==> src/rtl/regfile_ctrl_pkg.sv <==
// Shared sizing constants for the register-file write-port control slice.
// Also holds the modulo-wrap helper used by the round-robin arbiter.
package regfile_ctrl_pkg;

    localparam int ADDSIZE  = 5;
    localparam int REGWIDTH = 32;
    localparam int REGSIZE  = 32;
    localparam int NREQ     = 3;

    function automatic int rr_wrap(input int v, input int n);
        return (v >= n) ? v - n : v;
    endfunction

endpackage

==> src/rtl/rr_arbiter.sv <==
// Round-robin arbiter: one-hot grant searched from ptr upward with wrap,
// and the pointer value that follows the winner.
module rr_arbiter
    import regfile_ctrl_pkg::*;
#(
    parameter int N  = 3,
    parameter int PW = 2
) (
    input  logic [N-1:0]  req,
    input  logic [PW-1:0] ptr,
    output logic [N-1:0]  gnt,
    output logic [PW-1:0] nxt
);

    // first requester at or after ptr wins; pointer moves just past it
    always_comb begin
        logic found;
        int   idx;
        gnt   = '0;
        nxt   = ptr;
        found = 1'b0;
        idx   = 0;
        for (int k = 0; k < N; k++) begin
            idx = rr_wrap(int'(ptr) + k, N);
            if (!found && req[idx]) begin
                found    = 1'b1;
                gnt[idx] = 1'b1;
                nxt      = PW'(rr_wrap(idx + 1, N));
            end
        end
    end

endmodule

==> src/rtl/regfile_wr_arbiter.sv <==
// Shares the register-file write port between writeback sources and
// tracks outstanding destination writes for RAW hazard detection.
module regfile_wr_arbiter
    import regfile_ctrl_pkg::*;
#(
    parameter int NREQ     = regfile_ctrl_pkg::NREQ,
    parameter int ADDSIZE  = regfile_ctrl_pkg::ADDSIZE,
    parameter int REGWIDTH = regfile_ctrl_pkg::REGWIDTH,
    parameter int REGSIZE  = regfile_ctrl_pkg::REGSIZE
) (
    input  logic                     Clk,
    input  logic                     Rst_n,
    input  logic [NREQ-1:0]          Req,
    input  logic [NREQ*ADDSIZE-1:0]  ReqRW,
    input  logic [NREQ*REGWIDTH-1:0] ReqBusW,
    output logic [NREQ-1:0]          Gnt,
    output logic [ADDSIZE-1:0]       RW,
    output logic [REGWIDTH-1:0]      BusW,
    output logic                     RegWr,
    input  logic                     Rsv,
    input  logic [ADDSIZE-1:0]       RsvRW,
    input  logic [ADDSIZE-1:0]       RA,
    input  logic [ADDSIZE-1:0]       RB,
    output logic                     HazA,
    output logic                     HazB,
    output logic [REGSIZE-1:0]       Pending,
    output logic                     RsvErr
);

    localparam int PW = $clog2(NREQ);

    logic [PW-1:0]       ptr;
    logic [PW-1:0]       ptr_nxt;
    logic [ADDSIZE-1:0]  sel_rw;
    logic [REGWIDTH-1:0] sel_busw;
    logic [REGSIZE-1:0]  pend_nxt;
    logic                err_hit;

    rr_arbiter #(
        .N  (NREQ),
        .PW (PW)
    ) u_arb (
        .req (Req),
        .ptr (ptr),
        .gnt (Gnt),
        .nxt (ptr_nxt)
    );

    // route the granted requester's address and data to the write stage
    always_comb begin
        sel_rw   = '0;
        sel_busw = '0;
        for (int i = 0; i < NREQ; i++) begin
            if (Gnt[i]) begin
                sel_rw   = ReqRW[i*ADDSIZE +: ADDSIZE];
                sel_busw = ReqBusW[i*REGWIDTH +: REGWIDTH];
            end
        end
    end

    // register the winning write; r0 writes are consumed but never enabled
    always_ff @(posedge Clk or negedge Rst_n) begin
        if (!Rst_n) begin
            ptr   <= '0;
            RW    <= '0;
            BusW  <= '0;
            RegWr <= 1'b0;
        end else begin
            RegWr <= 1'b0;
            if (|Gnt) begin
                ptr   <= ptr_nxt;
                RW    <= sel_rw;
                BusW  <= sel_busw;
                RegWr <= (sel_rw != '0);
            end
        end
    end

    // commit clears, reservation sets; a same-cycle set beats the clear
    always_comb begin
        pend_nxt = Pending;
        err_hit  = 1'b0;
        if (RegWr) begin
            pend_nxt[RW] = 1'b0;
        end
        if (Rsv && (RsvRW != '0)) begin
            if (Pending[RsvRW] && !(RegWr && (RW == RsvRW))) begin
                err_hit = 1'b1;
            end
            pend_nxt[RsvRW] = 1'b1;
        end
        pend_nxt[0] = 1'b0;
    end

    // scoreboard state and sticky double-reservation flag
    always_ff @(posedge Clk or negedge Rst_n) begin
        if (!Rst_n) begin
            Pending <= '0;
            RsvErr  <= 1'b0;
        end else begin
            Pending <= pend_nxt;
            RsvErr  <= RsvErr | err_hit;
        end
    end

    assign HazA = Pending[RA];
    assign HazB = Pending[RB];

endmodule

==> config.mk <==
export PLATFORM = sky130hd
export DESIGN_NAME = regfile_wr_arbiter
export DESIGN_NICKNAME = d
export VERILOG_FILES = /design/src/rtl/regfile_ctrl_pkg.sv /design/src/rtl/rr_arbiter.sv /design/src/rtl/regfile_wr_arbiter.sv
export SDC_FILE = /design/constraint.sdc
export NUM_CORES = 1
export LEC_CHECK = 0
export CELL_PAD_IN_SITES_DETAIL_PLACEMENT = 0
export CELL_PAD_IN_SITES_GLOBAL_PLACEMENT = 1
export CORE_AREA = 4 4 126 128
export CTS_CLUSTER_DIAMETER = 150
export CTS_CLUSTER_SIZE = 20
export DETAILED_ROUTE_END_ITERATION = 10
export DIE_AREA = 0 0 130 132
export PLACE_DENSITY = 0.81
export REMOVE_ABC_BUFFERS = 1
export SLEW_MARGIN = 20
export SYNTH_ARGS = -nofsm -noshare
export SYNTH_HDL_FRONTEND = slang
export SYNTH_HIERARCHICAL = 1
export SYNTH_SLANG_ARGS = --single-unit
==> constraint.sdc <==
create_clock -name Clk -period 3.17 [get_ports Clk]
set_input_delay 0.951 -clock Clk [delete_from_list [all_inputs] [get_ports Clk]]
set_output_delay 0.951 -clock Clk [all_outputs]
set_load 0.01 [all_outputs]
==> results of run 1 <==
## power by group through the flow
| stage | clock, uW | combinational (uW) | sequential [uW] |
|---|---|---|---|
| global route | 1230 | 5490 | 2070 |
| CTS | 1190 | 4980 | 2000 |
| global placement | 0 | 4790 | 1990 |
| finish | 1170 | 5050 | 2010 |
| detailed placement | 0 | 4920 | 1990 |
| floorplan | 0 | 2290 | 1990 |
## metal layers
layer / wire length (um) / vias up / part of all wire (%)
li1: - / 2160 / -
met1: 6740 / 2312 / 40
met2: 8140 / 280 / 48
met3: 1750 / 33 / 10
met4: 329 / 0 / 1.9
met5: 0 / - / 0
## repair_timing
item,in CTS,in global routing
pin swaps,2,6
endpoints found under the hold margin,0,0
buffers inserted,0,2
endpoints found under the setup margin,5,5
cloned,0,0
resized for setup,59,28
## per-stage QoR
step	area [um2]	TNS (ns)
after floorplan	4190	-23.87
after global placement	6820	-9.01
after detailed placement	6820	-11.32
after CTS	7190	-0.125
after global routing	7230	-0.0708
final	7230	0
## layout make-up
class / instances / area, um2 / area share [%]
sequential: 72 / 1800 / 24.9
inverter: 11 / 41.3 / 0.571
clock inverter: 7 / 120 / 1.66
timing repair buffer: 245 / 2390 / 33.0
clock buffer: 9 / 225 / 3.12
multi-input combinational: 324 / 2420 / 33.5
tap: 188 / 235 / 3.25
## cells in the mapped netlist (all sizes together) (5+ instances only)
cell / count
mux2i: 12
o22ai: 64
o21ai: 74
a31oi: 5
mux4: 18
nand2: 23
buf: 11
nand3: 10
a21oi: 32
nor2: 8
clkbuf: 22
dfrtp: 72
inv: 11
nand3b: 12
or3b: 5
## final timing paths
path	from	to	slack [ns]	depth (start not counted)
min in group asynchronous	Rst_n	Pending[4]	0.74	1
max	RA[0]	HazA	0.02	6
min	BusW[28]	BusW[28]	0.57	2
max reg2reg	ptr[1]	RegWr	0.49	12
min reg2reg	BusW[28]	BusW[28]	0.57	2
max in group asynchronous	Rst_n	Pending[17]	1.82	1
## critical path, cell delays in order
cell and delay (ns):
buf_6 0.09, mux4_2 0.50, mux2_4 0.29, a211oi_2 0.17
a31oi_1 0.05, buf_2 0.14
## cells by family after synthesis
logic type	count (synthesis)	share of synthesized area (%)
AND/OR/NAND/NOR	75	9.42
adder cells (fa/ha/maj)	4	1.15
AO/OA/AOI/OAI	205	28.1
buffers and inverters	44	4.38
XOR/XNOR	5	1.01
other	1	0.0863
flip-flops	72	41.5
multiplexers	34	14.3
## state kept, by name, indices dropped and copies added (netlist names)
signal   flops
RegWr        1
BusW        32
RW           5
RsvErr       1
Pending     31
ptr          2
## cell usage in the layout (no fill, tap or decap), types with 4 or more instances in the layout
master	Yosys	final
clkdlybuf4s50_1	0	191
nand2_1	23	23
or3b_2	5	5
buf_12	0	4
xor2_1	4	4
buf_2	3	5
buf_4	1	33
o22ai_1	64	64
a21o_1	4	4
a22oi_1	4	4
mux4_2	4	14
a21oi_1	32	32
clkbuf_16	0	9
o21ai_0	74	72
nand3b_1	12	12
dfrtp_1	72	72
a31oi_1	5	5
inv_1	11	9
nand3_1	10	9
mux2i_1	12	11
mux4_1	14	4
nor2_1	8	8
==> flow_summary_export.csv, run 1 <==
group,metric,value,unit
clock_tree,postCtsHoldBufs,0,
final_layout,final_cells,856,
route,wl_per_cell,19.8,um
final_layout,fillCellCount,1397,
hold_path,hold_path_class,"register to register",
global_routing,groute.usage.overall,19.0,%
synth,synth_top_area_share,41.5,%
setup_path,startpoint_type,"input port",
placed_design,place_ws,-0.958,ns
floorplanning,io_pins,208,
setup_path,endpoint_kind,"primary output",
final_layout,antenna_cells,0,
global_routing,grtUsageMet2,30.9,%
sta,fin_ws,0.0222,ns
synth,syn_area,0.00434,mm2
global_routing,grt_busiest_layer,"met2",
global_routing,grt_pass1_vias,4871,
sta,setup_viol,0,
sta,whs,0.573,ns
route,drtIter0Drc,560,
sta,fin_crit,3.15,ns
synth,avgSynthCellArea,9.87,um2
route,drt_wl_total,17.0,mm
final_layout,final_util,48.6,%
floorplanning,die-width,130,um
power_and_ir_drop,combPwrFrac,61.3,%
placed_design,place_congestion,0.919,
synth,synth_seq_cells,72,
placed_design,dp_hpwl,12.5,mm
route,drc,0,
synth,synth_cell_types,52,
global_routing,grt_max_degree,73,
final_layout,nets,799,
synth,ys.flop_type,"dfrtp_1",
synth,yosysSeqAreaShare,41.5,%
power_and_ir_drop,peakVddDrop,0.568,mV
power_and_ir_drop,p_int,4810,uW
sta,skew,0.00398,ns
synth,syn_inst,440,
flow_run,maxCapViolCount,0,
route,viasPerCell,5.59,
setup_path,cp.arrival,2.20,ns
synth,synth.area.top_cells,"dfrtp_1 (41%), o22ai_1 (9.2%), o21ai_0 (8.5%)",
power_and_ir_drop,clockPowerShare,14.3,%
final_layout,layout-drive-gt1-share,16.3,%
power_and_ir_drop,seq_power_share,24.4,%
power_and_ir_drop,p_sw,3430,uW
route,antenna_left,0,
synth,synth-edff-count,0,
power_and_ir_drop,sw_frac_of_total,41.6,%
setup_path,crit_required,2.22,ns
clock_tree,clock-root-buffer,"clkbuf_16",
clock_tree,numClockSinks,72,
final_layout,area_growth,66.4,%
floorplanning,dieArea,0.0172,mm2
synth,yosys.area.top_type,"dfrtp_1",
clock_tree,htreeDepth,3,
sta,hold_viol_final,0,
synth,async_reset_ff_share,100,%
floorplanning,rows,45,
clock_tree,tritoncts,"yes",
clock_tree,clk_path_buf_depth,2,
sta,rsz0062_at_grt,"true",
outcome,status,"complete, no violations",
power_and_ir_drop,p_leak,0.00280,uW
setup_path,path_max_fanout,3,
route,dr.pass1.iters,5,
global_routing,met3_usage,6.20,%
floorplanning,start_util,29.2,%
clock_tree,clk-insertion-delay-late,0.33,ns
route,num_vias,4785,
clock_tree,cts_buffers,9,
sta,slew_headroom,38.3,%
global_routing,grt_overflow,0,
floorplanning,core-area,0.0149,mm2
setup_path,criticalPathCategory,"input port to primary output",
placed_design,io_buffers,206,
global_routing,grtUsageMet1,23.7,%
global_routing,grt_pass1_wl,25.9,mm
power_and_ir_drop,power.density,1140,mW/mm2
global_routing,antenna_found_initial,0,
synth,ys_warn_count,6,
sta,finalMaxSlewViolations,0,
power_and_ir_drop,power,8240,uW
sta,finalCritPeriodShare,99.3,%
floorplanning,die_h,132,um
sta,max_freq,318,MHz
placed_design,place_inst,838,
sta,tightest_slew,0.926,ns
clock_tree,clk_pin_slew,0.06,ns
Note: power is estimated with default switching activity, not from simulation.
==> run 2, diff against run 1 <==
--- a/config.mk
+++ b/config.mk
@@ -12,7 +12,7 @@
 export CTS_CLUSTER_SIZE = 20
 export DETAILED_ROUTE_END_ITERATION = 10
 export DIE_AREA = 0 0 130 132
-export PLACE_DENSITY = 0.81
+export PLACE_DENSITY = 0.88
 export REMOVE_ABC_BUFFERS = 1
 export SLEW_MARGIN = 20
 export SYNTH_ARGS = -nofsm -noshare
==> flow_summary_export.csv, run 2 (synthesized netlist as in run 1, its figures left out) <==
group,metric,value,unit
setup_path,slowest_stage,"mux4_2",
hold_path,holdPathStages,2,
setup_path,criticalPathCategory,"input port to primary output",
clock_tree,numClockSinks,72,
floorplanning,core-area,0.0149,mm2
floorplanning,die-width,130,um
final_layout,reg_top3,"BusW (32), Pending (31), RW (5)",
route,drtIter0Drc,408,
setup_path,endpoint_kind,"primary output",
clock_tree,postCtsHoldBufs,0,
sta,slew_headroom,38.2,%
route,num_vias,4796,
sta,finalCritPeriodShare,99.4,%
floorplanning,rows,45,
clock_tree,cts_buffers,9,
placed_design,place_ws,-0.969,ns
route,drt_wl_total,17.0,mm
setup_path,path_max_fanout,3,
sta,finalMaxSlewViolations,0,
global_routing,groute.usage.overall,19.1,%
final_layout,layout-drive-gt1-share,17.1,%
setup_path,path_cells,"buf_8 -> mux4_2 -> mux2_4 -> a211oi_2 -> a31oi_1 -> buf_2",
placed_design,io_buffers,206,
power_and_ir_drop,power,8040,uW
sta,skew,0.00309,ns
final_layout,regArea,0.00180,mm2
setup_path,critical_path.max_stage_delay,0.49,ns
global_routing,grt_overflow,0,
sta,finalSetupTns,0,ns
setup_path,startpoint_type,"input port",
clock_tree,tritoncts,"yes",
final_layout,layout_common_cells,"clkdlybuf4s50_1 (191), dfrtp_1 (72), o21ai_0 (72), o22ai_1 (64), buf_4 (34)",
power_and_ir_drop,power.density,1120,mW/mm2
clock_tree,clk-insertion-delay-late,0.33,ns
final_layout,fillCellCount,1434,
sta,hold_viol_final,0,
outcome,status,"complete, no violations",
global_routing,grt_pass1_wl,26.3,mm
final_layout,largest_register_ffs,32,
sta,fin_ws,0.0185,ns
global_routing,grt_pass1_vias,5062,
clock_tree,clock-root-buffer,"clkbuf_16",
final_layout,multi_input_area,0.00243,mm2
final_layout,final_common_cell,"clkdlybuf4s50_1",
power_and_ir_drop,peakVddDrop,0.531,mV
final_layout,area_growth,65.5,%
final_layout,final_util,48.4,%
floorplanning,die_h,132,um
power_and_ir_drop,p_leak,0.00275,uW
setup_path,crit_required,2.22,ns
clock_tree,clk_path_buf_depth,2,
final_layout,antenna_cells,0,
global_routing,antenna_found_initial,0,
clock_tree,clk_pin_slew,0.06,ns
setup_path,crit_family,"multiplexers",
clock_tree,htreeDepth,3,
sta,whs,0.564,ns
sta,rsz0062_at_grt,"true",
sta,max_freq,317,MHz
final_layout,top_register,"BusW",
route,dr.pass1.iters,6,
floorplanning,start_util,29.2,%
hold_path,hold_path_class,"register to register",
setup_path,cp.depth,6,
setup_path,cp.arrival,2.20,ns
setup_path,r2r_cells,12,
route,antenna_left,0,
setup_path,rrSetupSlack,0.40,ns
flow_run,maxCapViolCount,0,
route,viasPerCell,5.60,
sta,fin_crit,3.15,ns
placed_design,place_congestion,0.907,
floorplanning,io_pins,208,
placed_design,dp_hpwl,12.7,mm
route,drc,0,
global_routing,grt_max_degree,73,
sta,tightest_slew,0.927,ns
route,wl_per_cell,19.8,um
floorplanning,dieArea,0.0172,mm2
setup_path,worst-path-buf-inv,2,
sta,setup_viol,0,
final_layout,nets,799,
run 2: changes by cell type in the layout (fill, tap and decap cells not counted), moves of 2 or more:
cell / delta
o2bb2ai_1: -2
mux4_2: +3
clkinvlp_4: +3
dlygate4sd2_1: +2
bufinv_16: -3
o2bb2ai_2: +2
clkbuf_2: -2
mux4_1: -3
run 2: power by group:
group	total, uW	internal [uW]	switching (uW)
clock network	936	528	408
logic	5050	2670	2390
registers	2050	1420	632
run 2: worst paths after layout:
path | end | startpoint
setup / recovery | HazA | RA[0]
setup reg to reg | RW[3] | ptr[0]
min in group asynchronous | Pending[13] | Rst_n
hold reg to reg | BusW[15] | BusW[15]
hold / removal | BusW[15] | BusW[15]
max in group asynchronous | BusW[29] | Rst_n
run 2: worst min-delay path: stages, from the launching register on:
cell and delay (ns):
dfrtp_1 0.34, o22ai_1 0.08, a21oi_1 0.11
run 2: cell type report:
| cell class | count | area share (%) |
|---|---|---|
| clock inverter | 7 | 0.679 |
| clock buffer | 9 | 3.13 |
| sequential | 72 | 25.1 |
| multi-input combinational | 324 | 33.9 |
| inverter | 11 | 0.575 |
| timing repair buffer | 245 | 33.4 |
| tap | 188 | 3.27 |
run 2: repair_timing:
action,CTS,global route
setup buffers,2,2
endpoints found under the setup margin,5,5
gates resized for setup,62,29
pin swaps,6,7
run 2: metrics by stage:
stage / instance area (um2) / instances
after floorplan: 4190 / 407
after global placement: 6800 / 836
after detailed placement: 6800 / 836
after CTS: 7140 / 854
after global routing: 7190 / 856
final: 7190 / 856
run 2: layer usage:
metal  wire length [um]  GRT usage (%)  vias to the layer above
met5                  0              0                        -
met4                425           6.47                        0
met3               1760           5.71                       38
met2               8050           30.6                      300
met1               6720           24.7                     2303
li1                   -              -                     2155
==> run 3, diff against run 2 <==
--- a/config.mk
+++ b/config.mk
@@ -5,6 +5,7 @@
 export SDC_FILE = /design/constraint.sdc
 export NUM_CORES = 1
 export LEC_CHECK = 0
+export CAP_MARGIN = 20
 export CELL_PAD_IN_SITES_DETAIL_PLACEMENT = 0
 export CELL_PAD_IN_SITES_GLOBAL_PLACEMENT = 1
 export CORE_AREA = 4 4 126 128
==> results of run 3 <==
Final layout, timing and power as in run 2 (identical DEF).
